[config.mk]
export PLATFORM = sky130hd
export DESIGN_NAME = if_fetch_buf
export DESIGN_NICKNAME = d
export VERILOG_FILES = /design/src/rtl/if_fetch_buf.sv
export SDC_FILE = /design/constraint.sdc
export NUM_CORES = 1
export LEC_CHECK = 0
export ABC_AREA = 1
export CORE_ASPECT_RATIO = 1.2
export CORE_MARGIN = 3
export CORE_UTILIZATION = 28
export DETAILED_ROUTE_END_ITERATION = 8
export GPL_TIMING_DRIVEN = 0
export PLACE_DENSITY_LB_ADDON = 0.12
export SLEW_MARGIN = 5
export SYNTH_ARGS = -nofsm -noshare
export SYNTH_HDL_FRONTEND = slang
export SYNTH_SLANG_ARGS = --single-unit
[constraint.sdc]
create_clock -name clk -period 7.09 [get_ports clk]
set_clock_uncertainty 0.15 [all_clocks]
set_input_delay 0.709 -clock clk [delete_from_list [all_inputs] [get_ports clk]]
set_output_delay 0.709 -clock clk [all_outputs]
set_load 0.005 [all_outputs]
[src/rtl/if_fetch_buf.sv]
// Instruction fetch: owns the PC, reads the ROM one word per cycle, queues {pc, inst} for ID.
// Optional misaligned-redirect trap and HALT state when FETCH_ALIGN_CHECK_EN is defined.
module if_fetch_buf #(
    parameter int unsigned        ADDR_W    = 32,
    parameter logic [ADDR_W-1:0]  RESET_PC  = '0,
    parameter int unsigned        BUF_DEPTH = 4
) (
    input  logic              clk,
    input  logic              rst,
    output logic              rom_ce_o,
    output logic [ADDR_W-1:0] rom_addr_o,
    input  logic [31:0]       rom_inst_i,
    input  logic              br_flag_i,
    input  logic [ADDR_W-1:0] br_addr_i,
    input  logic              id_ready_i,
    output logic              id_valid_o,
    output logic [ADDR_W-1:0] id_pc_o,
    output logic [31:0]       id_inst_o
`ifdef FETCH_ALIGN_CHECK_EN
    ,
    output logic              if_excp_o
`endif
);

    localparam int unsigned PtrW = $clog2(BUF_DEPTH);
    localparam int unsigned CntW = PtrW + 1;

`ifdef FETCH_ALIGN_CHECK_EN
    typedef enum logic [1:0] {StIdle, StRun, StHalt} state_e;
`else
    typedef enum logic [1:0] {StIdle, StRun} state_e;
`endif

    state_e state_q, state_d;

    logic [ADDR_W-1:0] pc_q, pc_d;
    logic [PtrW-1:0]   wr_ptr_q, wr_ptr_d;
    logic [PtrW-1:0]   rd_ptr_q, rd_ptr_d;
    logic [CntW-1:0]   cnt_q, cnt_d;
    logic [ADDR_W-1:0] pc_mem   [BUF_DEPTH];
    logic [31:0]       inst_mem [BUF_DEPTH];

    logic              run, full, push, pop, redirect, valid;
    logic              misaligned;
    logic [ADDR_W-1:0] br_target;

`ifdef FETCH_ALIGN_CHECK_EN
    assign misaligned = |br_addr_i[1:0];
    assign br_target  = br_addr_i;
`else
    logic unused_br_lsb;
    assign unused_br_lsb = ^br_addr_i[1:0];
    assign misaligned    = 1'b0;
    assign br_target     = {br_addr_i[ADDR_W-1:2], 2'b00};
`endif

    // State register
    always_ff @(posedge clk) begin
        if (rst) begin
            state_q <= StIdle;
        end else begin
            state_q <= state_d;
        end
    end

    // Next-state logic
    always_comb begin
        state_d = state_q;
        unique case (state_q)
            StIdle: state_d = StRun;
            StRun: begin
                if (br_flag_i && misaligned) begin
`ifdef FETCH_ALIGN_CHECK_EN
                    state_d = StHalt;
`else
                    state_d = StRun;
`endif
                end
            end
`ifdef FETCH_ALIGN_CHECK_EN
            StHalt: begin
                if (br_flag_i && !misaligned) begin
                    state_d = StRun;
                end
            end
`endif
            default: state_d = StIdle;
        endcase
    end

    // Output / control decode
    always_comb begin
        run      = (state_q == StRun);
        full     = (cnt_q == CntW'(BUF_DEPTH));
        valid    = run && (cnt_q != '0) && !br_flag_i;
        pop      = valid && id_ready_i;
        push     = run && !br_flag_i && (!full || pop);
        redirect = br_flag_i && (state_q != StIdle);
    end

    assign rom_ce_o   = push;
    assign rom_addr_o = pc_q;
    assign id_valid_o = valid;
    assign id_pc_o    = valid ? pc_mem[rd_ptr_q] : '0;
    assign id_inst_o  = valid ? inst_mem[rd_ptr_q] : '0;
`ifdef FETCH_ALIGN_CHECK_EN
    // state_q is registered, so the flag rises the cycle after the offending redirect
    assign if_excp_o  = (state_q == StHalt);
`endif

    // PC and FIFO bookkeeping; a redirect flushes everything queued
    always_comb begin
        pc_d     = pc_q;
        wr_ptr_d = wr_ptr_q;
        rd_ptr_d = rd_ptr_q;
        cnt_d    = cnt_q;
        if (redirect) begin
            pc_d     = br_target;
            wr_ptr_d = '0;
            rd_ptr_d = '0;
            cnt_d    = '0;
        end else begin
            if (push) begin
                pc_d     = pc_q + ADDR_W'(4);
                wr_ptr_d = wr_ptr_q + PtrW'(1);
            end
            if (pop) begin
                rd_ptr_d = rd_ptr_q + PtrW'(1);
            end
            unique case ({push, pop})
                2'b10:   cnt_d = cnt_q + CntW'(1);
                2'b01:   cnt_d = cnt_q - CntW'(1);
                default: cnt_d = cnt_q;
            endcase
        end
    end

    always_ff @(posedge clk) begin
        if (rst) begin
            pc_q     <= RESET_PC;
            wr_ptr_q <= '0;
            rd_ptr_q <= '0;
            cnt_q    <= '0;
        end else begin
            pc_q     <= pc_d;
            wr_ptr_q <= wr_ptr_d;
            rd_ptr_q <= rd_ptr_d;
            cnt_q    <= cnt_d;
        end
    end

    always_ff @(posedge clk) begin
        if (!rst && push) begin
            pc_mem[wr_ptr_q]   <= pc_q;
            inst_mem[wr_ptr_q] <= rom_inst_i;
        end
    end

endmodule

# After elaboration in Yosys (flattened, before gate mapping)

Memory sizes are Yosys's and may differ from the RTL's. A register that Yosys moved wholly into a read port is not among the register bits.
Index checks and enable logic that the tools add are counted.

Bits in registers: 41
Bits in latches: 0
RAM bits: 256
Memory bits (read-only): 0
Input port bits: 68
Output and inout port bits: 98
Logic and storage cells: 46
Memories kept: 2

$add $sub $neg: 5
Multiply operators: 0
Divide/modulo/power cells: 0
$lt $le $gt $ge: 0
Equality and inequality tests: 4
Shift-type cells: 0
Multiplexer cells: 12
Bitwise logic cells: 0
Reductions and logical operators: 17

Memory list:

| memory   | depth | width | read ports | clocked after Yosys merged registers in | write ports | line | text |
|---|---|---|---|---|---|---|---|
| inst_mem | 4     | 32    | 1          | 1                                       | 1           | 41   | `logic [31:0] inst_mem [BUF_DEPTH];` |
| pc_mem   | 4     | 32    | 1          | 1                                       | 1           | 40   | `logic [ADDR_W-1:0] pc_mem [BUF_DEPTH];` |

Operators by type and width:

| kind                  | number |
|---|---|
| $mux 32               | 4 |
| $add 32x3->32 const B | 1 |
| $mux 2                | 4 |
| $logic_and 1x1->1     | 7 |
| $pmux 3 s2            | 1 |
| $reduce_bool 2->1     | 3 |
| $add 2x1->2 const B   | 2 |
| $eq 2x1->1 const B    | 2 |
| $pmux 2 s2            | 1 |
| $add 3x1->3 const B   | 1 |
| $eq 3x3->1 const B    | 1 |
| $logic_not 1->1       | 3 |
| $reduce_bool 3->1     | 1 |
| $sub 3x1->3 const B   | 1 |
| $eq 2x2->1 const B    | 1 |
| $logic_not 2->1       | 1 |
| $mux 1                | 2 |
| $reduce_or 2->1       | 1 |
| $logic_or 1x1->1      | 1 |

# Longest topological paths before layout

Gate-level depths: netlist of the first run.

Depth in word-level cells: 9
Gate-level depth with buffers: 10
Depth with buffers taken out: 10

# Worst setup path after synthesis of the first run

No wires, ideal clock.

Path type: input to register
Start: input port br_flag_i
End: memory inst_mem[0][0], enable pin
Setup time: 0.482 ns
Arrival time: 3.841 ns
Data required time: 6.458 ns
Setup slack: 2.616 ns
Stages on the path: 7
Path buffers: 0
Path through: inv_1 -> nand2_1 -> inv_1 -> nand2_4 -> nor2_1 -> inv_1 -> nor2_1

Longest elaborated chain between the ends: 8
Elaborated cells between the ends (all ways): 9
Classes of those cells: mux (2); reduce/logical (7)

Ends and longest elaborated chain:

| item                             | line   | text |
|---|---|---|
| from (decl)                      | 13     | `input logic br_flag_i,` |
| $logic_not 1->1 (*)              | 95, 97 |  |
| $logic_and 1x1->1                | 95     | `valid = run && (cnt_q != '0) && !br_flag_i;` |
| $logic_and 1x1->1                | 96     | `pop = valid && id_ready_i;` |
| $logic_or 1x1->1                 | 97     | `push = run && !br_flag_i && (!full \|\| pop);` |
| $logic_and 1x1->1 (*)            | 97     |  |
| $logic_and 1x1->1 (*)            | 153    | `if (!rst && push) begin` |
| $mux 1 (*)                       | 153    |  |
| $mux 1 (implied by the code) (*) | 155    | `inst_mem[wr_ptr_q] <= rom_inst_i;` |
| to (decl)                        | 41     |  |

Every way passes the cells marked *; elsewhere a longest branch is shown, timed or not.

# Final worst setup path of the first run

Start: input port br_flag_i
End: output port id_pc_o[17]

Longest elaborated chain between the ends: 3

Ends and longest elaborated chain:

| item              | line | text |
|---|---|---|
| $logic_not 1->1   | 95   |  |
| $logic_and 1x1->1 | 95   |  |
| $mux 32           | 104  | `assign id_pc_o = valid ? pc_mem[rd_ptr_q] : '0;` |
| to (decl)         | 17   | `output logic [ADDR_W-1:0] id_pc_o,` |

Every way passes these cells.

==> results.sh, run 1 <==
export IMPL_clk_latency_ns=0.52
export IMPL_fin_crit_ns=3.88
export IMPL_power_per_cell_area_nw_per_um2=247
export IMPL_n_fill_cell=4276
export IMPL_vias_per_cell=4.63
export IMPL_insertedDiodeCount=0
export IMPL_vdd_ir_drop_max_mv=0.131
export IMPL_floorplan_initialDensity=0.285
export IMPL_antenna_violating_nets_post_route=0
export IMPL_detail_route_drc_violations=0
export IMPL_cts_htree_levels=2
export IMPL_cp_cell_sequence="clkdlybuf4s50_1 > inv_1 > nand2_1 > a21oi_2 > inv_2 > clkbuf_1 > a21oi_1 > clkdlybuf4s50_1"
export IMPL_muxShareOfSynthArea=0
export IMPL_sequential_cell_area_um2=8250
export IMPL_cts_made_buffers=34
export IMPL_synth_simple_gate_area_share=0.166
export IMPL_worst_path_top_cell_family_by_delay="buffers and inverters"
export IMPL_finalWeightedCongestion=0.862
export IMPL_grt_overflow_total=0
export IMPL_whs_ns=0.335
export IMPL_design_portCount=166
export IMPL_vias=9144
export IMPL_core_um2=43000
export IMPL_critical_path_required_ns=6.23
export IMPL_die_width_um=197
export IMPL_power_leakage_nw=5.38
export IMPL_multiInputGateArea_um2=3540
export IMPL_max_cap_violations=0
export IMPL_post_route_cells_drive_above_1_share=0.0894
export IMPL_synth_distinct_cells=37
export IMPL_total_iterations_of_the_first_detailed_routing_run=4
export IMPL_preCtsSetupSlack_ns=3.12
export IMPL_cts_num_sinks=288
export IMPL_post_synth_top_area_fraction=0.607
export IMPL_place_hpwl_mm=25.0
export IMPL_ys_seq_area_frac=0.672
export IMPL_status="finished clean"
export IMPL_synth_top_flop_cell="sky130_fd_sc_hd__edfxtp_1"
export IMPL_syn_instance_count=1188
export IMPL_critPathSlowestCell="sky130_fd_sc_hd__clkdlybuf4s50_1"
export IMPL_cts_root_buf="sky130_fd_sc_hd__clkbuf_16"
export IMPL_initialDrtViolationCount=496
export IMPL_flow_area_growth_from_synthesis_pct=30.2
export IMPL_post_cts_setup_buffer_count=0
export IMPL_mapped_avg_cell_area_um2=10.3
export IMPL_worst_setup_path_start_kind="primary input"
export IMPL_rows=83
export IMPL_critical_path_top_cell_by_count="sky130_fd_sc_hd__clkdlybuf4s50_1"
export IMPL_post_synthesis_instance_area_um2=12300
export IMPL_timing_critical_path_to_type="primary output"
export IMPL_timing_critical_path_arrival_ns=3.02
export IMPL_port_buffers=158
export IMPL_min_path_type="flip-flop to flip-flop"
export IMPL_tightestPinTransition_ns=0.671
export IMPL_global_route_usage_total=0.159
export IMPL_first_global_vias=9045
export IMPL_antenna_violations_before_repair=0
export IMPL_finalCoreUtilization=0.372
export IMPL_ctsHoldBuffers=0
export IMPL_floorplan_die_height_um=235
export IMPL_die_area_um2=46400
export IMPL_worst_path_max_fanout=10
export IMPL_fmax_ghz=0.258
export IMPL_layout_worst_path_cycle_share=0.547
export IMPL_final_hold_viol_count=0
export IMPL_cts_tree="done"
export IMPL_fin_total_pwr_w=0.00395
export IMPL_wl_per_cell_um=18.9
export IMPL_rsz0062_at_grt="no"
export IMPL_synth_warnings=0
export IMPL_grt_pass1_wl_mm=56.1
export IMPL_synth_edff_count=248
export IMPL_clock_pin_transition_on_the_worst_setup_and_hold_timing_paths_ns=0.06
export IMPL_critical_path_class="primary input to primary output"
export IMPL_sum_of_negative_setup_slack_ns=0
export IMPL_detail_route_wirelength_mm=37.3
export IMPL_yosys_register_bits=288
export IMPL_buf_inv_stages_crit_path=5
export IMPL_post_synth_top_count_cell="sky130_fd_sc_hd__nor2_1"
export IMPL_slowest_delay_ns=0.58
export IMPL_biggest_area_consumer_among_synthesized_cells="sky130_fd_sc_hd__edfxtp_1"
export IMPL_yosys_area_share_adder=0.00673
export IMPL_compound_cell_area_share_of_the_yosys_netlist=0.110
export IMPL_finalSetupViolCount=0
export IMPL_synth_top_family_by_area="simple AND/OR/NAND/NOR gates"
export IMPL_final_net_count=1469
export IMPL_slew_headroom=0.552
export IMPL_synth_async_reset_ratio=0
export IMPL_synth_xor_area_share=0.00143
export IMPL_post_cts_resize_count=0
export IMPL_maximum_number_of_pins_on_one_net_before_global_route_repair=26
export IMPL_postLayoutSetupSlackWorst_ns=3.21
export IMPL_synth_common_cells="sky130_fd_sc_hd__nor2_1, sky130_fd_sc_hd__edfxtp_1, sky130_fd_sc_hd__o21ai_0, sky130_fd_sc_hd__nand2_1, sky130_fd_sc_hd__a21oi_1"
export IMPL_cts_max_path_bufs=3
export IMPL_finalMaxSlewViolations=0
export IMPL_synth_top_cells_by_area="sky130_fd_sc_hd__edfxtp_1, sky130_fd_sc_hd__nor2_1, sky130_fd_sc_hd__dfxtp_1, sky130_fd_sc_hd__o21ai_0, sky130_fd_sc_hd__nand2_1"
[kinds of logic after synthesis]
logic type | count (synthesis)
buffers and inverters | 119
adders and majority gates | 6
other | 2
and+or+nand+nor | 507
DFF | 288
AOI/OAI and AO/OA | 264
xor gates and xnor gates | 2
[worst paths after layout]
check        slack, ns         from              to  cells past startpoint
max               3.21    br_flag_i     id_pc_o[17]                      8
min               0.33  rd_ptr_q[0]     rd_ptr_q[0]                      2
max reg2reg       4.55   state_q[0]  inst_mem[0][4]                      7
min reg2reg       0.33  rd_ptr_q[0]     rd_ptr_q[0]                      2
[registers in the layout, summed over array words and instances, names as in the netlist, named ones only]
| name | flops |
|---|---|
| pc_mem | 120 |
| rom_addr_o | 30 |
| cnt_q | 3 |
| wr_ptr_q | 2 |
| inst_mem | 128 |
| state_q | 1 |
| rd_ptr_q | 2 |
[tightest hold or removal path: cells and delay by family, from the launching register on]
kind	cells	cell delay, ns
DFF	1	0.31
buffers and inverters	1	0.06
AOI/OAI and AO/OA	1	0.06
[where the power goes]
group          internal [W]  switching, W
combinational      0.000104      0.000121
sequential          0.00187     0.0000387
clock               0.00112      0.000699
[metal layers]
metal	wire length, um	vias up	global-route usage
li1	-	4483	-
met1	16300	4369	0.205
met2	18100	232	0.266
met3	1830	60	0.0338
met4	1120	0	0.0545
met5	0	-	0
[metrics by stage]
step | instance area [um2] | cells
after floorplan | 12300 | 1191
after global placement | 14600 | 1901
after detailed placement | 14800 | 1911
after CTS | 16000 | 1973
after global routing | 16000 | 1973
final | 16000 | 1973
[cell usage in the layout (no fill, tap or decap), drive strengths merged, types with 3 or more instances in the layout]
cell / instances
a211oi: 3
a21oi: 94
buf: 39
bufinv: 4
clkbuf: 77
clkdlybuf4s50: 158
clkinv: 12
clkinvlp: 3
conb: 5
dfxtp: 40
edfxtp: 248
ha: 5
inv: 56
nand2: 137
nand3: 35
nor2: 329
o21ai: 154
o22ai: 7
[area by class of cell]
type                       instances  area share
buffer                            63      0.0194
sequential                       288       0.516
clock buffer                      43      0.0606
inverter                          56      0.0132
timing repair buffer             168       0.112
tap                              552      0.0432
clock inverter                    19      0.0132
multi-input combinational        784       0.222
(Power assumes the default switching activity.)
==> run 2, diff against run 1 <==
==> constraint.sdc (replaced) <==
create_clock -name clk -period 3.3 [get_ports clk]
set_clock_uncertainty 0.15 [all_clocks]
set_input_delay 0.33 -clock clk [delete_from_list [all_inputs] [get_ports clk]]
set_output_delay 0.33 -clock clk [all_outputs]
set_load 0.005 [all_outputs]
==> results.sh, run 2 (synthesis results as in run 1) <==
export IMPL_status="finished clean"
export IMPL_global_route_usage_total=0.159
export IMPL_preCtsSetupSlack_ns=0.0886
export IMPL_fin_crit_ns=3.10
export IMPL_core_um2=43000
export IMPL_floorplan_die_height_um=235
export IMPL_die_area_um2=46400
export IMPL_clock_power_share=0.459
export IMPL_cts_max_path_bufs=3
export IMPL_flow_area_growth_from_synthesis_pct=30.6
export IMPL_cts_htree_levels=2
export IMPL_wl_per_cell_um=18.9
export IMPL_p_int_w=0.00665
export IMPL_post_route_cells_drive_above_1_share=0.102
export IMPL_vias=9137
export IMPL_power_per_cell_area_nw_per_um2=530
export IMPL_clk_latency_ns=0.52
export IMPL_min_from="rst"
export IMPL_insertedDiodeCount=0
export IMPL_cp_cell_sequence="buf_2 > inv_2 > clkbuf_1 > nor2_1 > o21ai_0 > a21oi_1 > clkdlybuf4s50_1"
export IMPL_first_global_vias=9036
export IMPL_floorplan_initialDensity=0.285
export IMPL_layout_worst_path_cycle_share=0.938
export IMPL_relative_contribution_of_combinational_cells_to_total_power=0.057
export IMPL_antenna_violations_before_repair=0
export IMPL_grt_overflow_total=0
export IMPL_worst_setup_path_start_kind="flip-flop"
export IMPL_port_buffers=158
export IMPL_worst_path_top_cell_family_by_delay="buffers and inverters"
export IMPL_cts_num_sinks=288
export IMPL_cts_root_buf="sky130_fd_sc_hd__clkbuf_16"
export IMPL_critical_path_class="flip-flop to primary output"
export IMPL_min_path_type="primary input to flip-flop"
export IMPL_rows=83
export IMPL_antenna_violating_nets_post_route=0
export IMPL_layout_commonest_cell="sky130_fd_sc_hd__nor2_1"
export IMPL_rrSetupSlack_ns=0.75
export IMPL_final_net_count=1469
export IMPL_max_cap_violations=0
export IMPL_timing_critical_path_to_type="primary output"
export IMPL_finalSetupViolCount=0
export IMPL_die_width_um=197
export IMPL_finalMaxSlewViolations=0
export IMPL_worst_path_max_fanout=10
export IMPL_tightestPinTransition_ns=0.691
export IMPL_timing_hold_worst_endpoint="rom_addr_o[16]"
export IMPL_post_route_cell_area_um2=16000
export IMPL_critPathSlowestCell="sky130_fd_sc_hd__clkdlybuf4s50_1"
export IMPL_cts_tree="done"
export IMPL_design_portCount=166
export IMPL_detail_route_drc_violations=0
export IMPL_power_leakage_nw=5.42
export IMPL_p_sw_w=0.00184
export IMPL_clock_pin_transition_on_the_worst_setup_and_hold_timing_paths_ns=0.06
export IMPL_slowest_delay_ns=0.55
export IMPL_slew_headroom=0.538
export IMPL_buf_inv_stages_crit_path=4
export IMPL_rsz0062_at_grt="no"
export IMPL_finalWeightedCongestion=0.862
export IMPL_detail_route_wirelength_mm=37.3
export IMPL_vdd_ir_drop_max_mv=0.283
export IMPL_number_of_flip_flops_under_the_largest_register_name=128
export IMPL_initialDrtViolationCount=512
export IMPL_worst_r2r_start="state_q[0]"
export IMPL_switching_portion_of_total_power=0.217
export IMPL_final_cell_mix="sky130_fd_sc_hd__nor2_1, sky130_fd_sc_hd__edfxtp_1, sky130_fd_sc_hd__clkdlybuf4s50_1"
export IMPL_postLayoutSetupSlackWorst_ns=0.203
export IMPL_place_hpwl_mm=25.0
export IMPL_maximum_number_of_pins_on_one_net_before_global_route_repair=26
export IMPL_final_hold_viol_count=0
export IMPL_rr_endpoint="inst_mem[0][4]"
export IMPL_share_seq_of_total_power=0.484
export IMPL_worst_r2r_path_depth=7
export IMPL_timing_critical_path_arrival_ns=2.62
export IMPL_cts_made_buffers=34
export IMPL_grt_pass1_wl_mm=56.1
export IMPL_fmax_ghz=0.323
export IMPL_dpl_cell_area_um2=14800
export IMPL_largest_register="inst_mem"
export IMPL_total_iterations_of_the_first_detailed_routing_run=7
export IMPL_vias_per_cell=4.63
export IMPL_hold_depth=2
export IMPL_critical_path_required_ns=2.82
-- run 2: metrics by stage --
step / hold WS [ns] / TNS (ns) / utilization / total power [W] / cells
after detailed placement: 0.312 / 0 / 0.344 / 0.00467 / 1911
after global routing: 0.152 / 0 / 0.373 / 0.00879 / 1973
after CTS: 0.129 / 0 / 0.372 / 0.00861 / 1973
final: 0.166 / 0 / 0.373 / 0.00849 / 1973
after floorplan: 0.279 / -197.04 / - / 0.00436 / 1191
after global placement: 0.303 / -978.83 / 0.338 / 0.00466 / 1901
-- run 2: layout make-up --
class	count	area [um2]
clock buffers	43	968
multi-input cells	784	3550
fillers	4273	27000
flip-flops and latches	288	8250
inverters	56	213
well taps	552	691
clock inverters	19	210
repair buffers	168	1800
plain buffers	63	343
-- run 2: how the worst max path moves through the flow --
stage / end / startpoint / slack (ns) / depth (start not counted)
2_1_floorplan: inst_mem[0][0] / br_flag_i / -0.79 / 7
6_report: id_inst_o[26] / flip-flop / 0.20 / 7
3_3_place_gp: inst_mem[3][4] / br_flag_i / -4.07 / 8
4_1_cts: id_pc_o[12] / flip-flop / 0.01 / 7
5_1_grt: id_inst_o[5] / flip-flop / 0.0001 / 7
3_5_place_dp: id_pc_o[13] / br_flag_i / 0.09 / 8
-- run 2: timing repair --
action | in CTS | in global routing
setup endpoints to repair | 59 | 21
buffers inserted | 0 | 0
gates resized for setup | 13 | 18
gates cloned | 0 | 0
hold buffers | 0 | 0
-- run 2: routing by layer --
metal  vias to the layer above  share of wire  global-route usage
li1                       4489              -                   -
met1                      4315           0.43               0.205
met2                       272           0.49               0.266
met3                        61          0.053              0.0338
met4                         0          0.029              0.0545
met5                         -              0                   0
-- run 2: power groups by stage --
stage | clock network, W | logic (W) | registers [W]
floorplan | 0 | 0.000206 | 0.00415
global placement | 0 | 0.000474 | 0.00419
detailed placement | 0 | 0.000487 | 0.00418
CTS | 0.00401 | 0.000492 | 0.00411
global route | 0.00414 | 0.000538 | 0.00411
finish | 0.00390 | 0.000485 | 0.00411
==> run 3, diff against run 2 <==
--- a/config.mk
+++ b/config.mk
@@ -10,6 +10,7 @@
 export CORE_MARGIN = 3
 export CORE_UTILIZATION = 28
 export DETAILED_ROUTE_END_ITERATION = 8
+export DONT_BUFFER_PORTS = 1
 export GPL_TIMING_DRIVEN = 0
 export PLACE_DENSITY_LB_ADDON = 0.12
 export SLEW_MARGIN = 5
==> results.sh, run 3 (synthesis results as in run 1) <==
export IMPL_clock_pin_transition_on_the_worst_setup_and_hold_timing_paths_ns=0.06
export IMPL_fin_total_pwr_w=0.00863
export IMPL_n_fill_cell=4350
export IMPL_final_cell_mix="sky130_fd_sc_hd__nor2_1, sky130_fd_sc_hd__edfxtp_1, sky130_fd_sc_hd__o21ai_0"
export IMPL_cts_root_buf="sky130_fd_sc_hd__clkbuf_16"
export IMPL_clk_latency_ns=0.52
export IMPL_worst_path_top_cell_family_by_delay="buffers and inverters"
export IMPL_port_buffers=0
export IMPL_post_route_cells_drive_above_1_share=0.0935
export IMPL_worst_setup_path_start_kind="flip-flop"
export IMPL_status="finished clean"
export IMPL_final_hold_viol_count=0
export IMPL_vdd_ir_drop_max_mv=0.294
export IMPL_vias=8683
export IMPL_core_um2=43000
export IMPL_flow_area_growth_from_synthesis_pct=23.1
export IMPL_vias_per_cell=4.62
export IMPL_critical_path_class="flip-flop to primary output"
export IMPL_cts_htree_levels=2
export IMPL_initialDrtViolationCount=514
export IMPL_power_per_cell_area_nw_per_um2=571
export IMPL_layout_commonest_cell="sky130_fd_sc_hd__nor2_1"
export IMPL_largest_register="inst_mem"
export IMPL_floorplan_initialDensity=0.285
export IMPL_finalMaxSlewViolations=0
export IMPL_power_leakage_nw=5.11
export IMPL_design_portCount=166
export IMPL_grt_pass1_wl_mm=56.6
export IMPL_number_of_flip_flops_under_the_largest_register_name=128
export IMPL_critPathSlowestCell="sky130_fd_sc_hd__clkbuf_1"
export IMPL_finalWeightedCongestion=0.811
export IMPL_post_place_cells=1753
export IMPL_layout_worst_path_cycle_share=0.890
export IMPL_finalSetupViolCount=0
export IMPL_cp_cell_sequence="buf_2 > inv_2 > buf_4 > clkbuf_1 > o21ai_0 > a21oi_1"
export IMPL_antenna_violating_nets_post_route=0
export IMPL_rsz0062_at_grt="no"
export IMPL_worst_path_max_fanout=10
export IMPL_min_path_type="primary input to flip-flop"
export IMPL_final_net_count=1375
export IMPL_die_width_um=197
export IMPL_place_hpwl_mm=25.5
export IMPL_sequential_cell_area_um2=8250
export IMPL_timing_critical_path_arrival_ns=2.46
export IMPL_insertedDiodeCount=0
export IMPL_detail_route_wirelength_mm=37.8
export IMPL_maximum_number_of_pins_on_one_net_before_global_route_repair=26
export IMPL_total_iterations_of_the_first_detailed_routing_run=4
export IMPL_grt_overflow_total=0
export IMPL_max_cap_violations=0
export IMPL_first_global_vias=8638
export IMPL_cts_made_buffers=35
export IMPL_fin_crit_ns=2.94
export IMPL_cts_tree="done"
export IMPL_rows=83
export IMPL_slew_headroom=0.478
export IMPL_antenna_violations_before_repair=0
export IMPL_buf_inv_stages_crit_path=4
export IMPL_critical_path_required_ns=2.82
export IMPL_instances_no_fill=1878
export IMPL_cts_num_sinks=288
export IMPL_fmax_ghz=0.340
export IMPL_detail_route_drc_violations=0
export IMPL_post_cts_resize_count=0
export IMPL_floorplan_die_height_um=235
export IMPL_timing_critical_path_to_type="primary output"
export IMPL_global_route_usage_total=0.162
export IMPL_die_area_um2=46400
export IMPL_tightestPinTransition_ns=0.781
export IMPL_wl_per_cell_um=20.1
export IMPL_cts_max_path_bufs=3
export IMPL_slowest_delay_ns=0.43
export IMPL_multiInputGateArea_um2=3540
==> run 3: worst paths after layout <==
check / startpoint / end / slack [ns] / cells after the start
worst max-delay path: flip-flop / id_pc_o[15] / 0.36 / 6
worst min-delay path: br_flag_i / flip-flop / 0.09 / 5
worst max register to register: state_q[0] / inst_mem[0][8] / 0.53 / 8
worst min register to register: rd_ptr_q[0] / rd_ptr_q[0] / 0.32 / 2
==> run 3: worst min-delay path: stages <==
cell and delay, ns:
sky130_fd_sc_hd__inv_1 0.02, sky130_fd_sc_hd__nand2_1 0.08, sky130_fd_sc_hd__a21oi_2 0.08, sky130_fd_sc_hd__nand3_1 0.11, sky130_fd_sc_hd__a21oi_1 0.09
==> run 3: stage by stage <==
step	setup WS, ns	area (um2)	util	setup TNS (ns)	hold WS [ns]
final	0.362	15100	0.351	0	0.0894
after CTS	0.183	15100	0.351	0	0.0559
after global routing	0.0703	15100	0.351	0	0.119
after global placement	-3.70	13000	0.302	-893.46	0.279
after floorplan	-0.795	12300	-	-197.04	0.279
after detailed placement	0.488	13200	0.308	0	0.279
==> run 3: final cells by class <==
cell class | instances | area share
buffer | 63 | 0.0205
clock buffer | 45 | 0.0646
clock inverter | 17 | 0.0178
inverter | 56 | 0.0139
multi-input combinational | 784 | 0.234
sequential | 288 | 0.546
tap | 552 | 0.0457
timing repair buffer | 73 | 0.0570
==> run 3: what timing repair did <==
item                                   CTS  global route
hold buffers                            63             0
endpoints found under the hold margin  162             0
setup buffers                            0             0
==> run 3: report_power, final <==
group | internal (W) | switching (W)
clock | 0.00264 | 0.00150
sequential | 0.00402 | 0.0000894
combinational | 0.000144 | 0.000240
==> run 3: per-layer routing <==
layer	global-route usage	up-vias	part of all wire
met5	0	-	0
met1	0.210	4176	0.44
li1	-	4287	-
met2	0.279	178	0.50
met3	0.0316	42	0.047
met4	0.0387	0	0.018
==> variant: new RTL, config.mk and constraints of run 3 <==
Build with the macro `FETCH_ALIGN_CHECK_EN` defined.
--- a/src/rtl/if_fetch_buf.sv
+++ b/src/rtl/if_fetch_buf.sv
@@ -1,5 +1,7 @@
 // Instruction fetch: owns the PC, reads the ROM one word per cycle, queues {pc, inst} for ID.
 // Optional misaligned-redirect trap and HALT state when FETCH_ALIGN_CHECK_EN is defined.
+`define FETCH_ALIGN_CHECK_EN
+
 module if_fetch_buf #(
     parameter int unsigned        ADDR_W    = 32,
     parameter logic [ADDR_W-1:0]  RESET_PC  = '0,
Formal check against the unedited RTL (old outputs only; new: if_excp_o): not equivalent (a bounded check fails within 4 cycles, from zero or initial values and one cycle with rst high).
==> variant against run 3 <==
- synthesized cell count up 3.9%
- clock power about the same
- final area up 3.6%
- setup slack worse by 0.17 ns
- sequential cell count up 11
- total power up 4.4%
- sequential power up 5.6%
- routed wire length up 5.4%
- area after synthesis up 3.1%
==> variant: results (changes against run 3) <==
- Placed Instances: 1847 (+5.4%)
- Pleak: 5.26 nW (+3.0%)
- Status: completed
- Final WL: 39.9 mm (+5.4%)
- Switch share: 22.7% (+1.6 points)
- Share of layout cells above drive strength 1: 8.27% (-1.1 points)
- Hold Buf Count CTS: 72 (+14%)
- Largest net degree at the start of global routing: 25 (-3.8%)
- Final instance area: 15600 um^2 (+3.6%)
- Data arrival time of the worst path: 2.63 ns (+0.17 ns)
- Synth cell count leaders: nor2_1 (348), edfxtp_1 (256), nand2_1 (143)
- Final-layout clock-cell area share: 7.86% (-0.38 points)
- Fill cells: 4493 (+3.3%)
- Final-stage net count: 1428 (+3.9%)
- Worst rel slew slack: 40.9% (-6.8 points)
- Vias: 9135 (+5.2%)
- Mean Syn Cell Area: 10.3 um^2 (-0.71%)
- Inverters: 52 (-7.1%)
- Vias/cell: 4.61 (-0.26%)
- Multi-input gate area: 3680 um^2 (+3.8%)
- Crit-path max cell delay: 0.64 ns (+0.21 ns)
- Dpl hpwl: 26.6 mm (+4.4%)
- Ranking of synthesized cells by area: edfxtp_1 (61%), nor2_1 (10%), dfxtp_1 (6.8%)
- Worst IR Drop VDD: 0.318 mV (+8.4%)
- WL met1: 17.3 mm (+5.3%)
- Layout area overhead: 23.6%
- GP Congestion: 0.812 (+0.11%)
- Non-clk buf share: 7.94% (+0.19 points)
- DRT Pass-1 Iters: 5 (+1)
- Routed wl met2: 19.0 mm (+0.63%)
- Sequential cell area: 8550 um^2 (+3.6%)
- Dpl ws: 0.345 ns (-0.144 ns)
-- variant: cell types whose count changed after synthesis, sizes merged, moves of 5 or more --
cell	change
nor2	+26
o21ai	-12
nand3	+9
edfxtp	+8
o22ai	-7
nand2	+6
nand3b	+5
nor3	+5
-- variant: path summary, 6_finish.rpt --
kind / start / to / slack (ns) / cells after the start
worst max-delay path: register / id_pc_o[12] / 0.19 / 6
worst min register to register: cnt_q[0] / cnt_q[0] / 0.35 / 2
worst min-delay path: br_flag_i / rom_addr_o[4] / 0.11 / 4
worst max register to register: state_q[0] / inst_mem[2][7] / 0.42 / 9
-- variant: cells by family (layout without fill, tap and decap cells) --
logic type | after synthesis | in the layout | synth area share (%)
xor+xnor | 3 | 3 | 0.208
compound gates | 250 | 250 | 10.2
fa+ha+maj | 6 | 6 | 0.653
flops | 299 | 299 | 67.6
buf+inv | 115 | 260 | 3.72
other cells | 1 | 1 | 0.0296
simple gates | 560 | 560 | 17.6
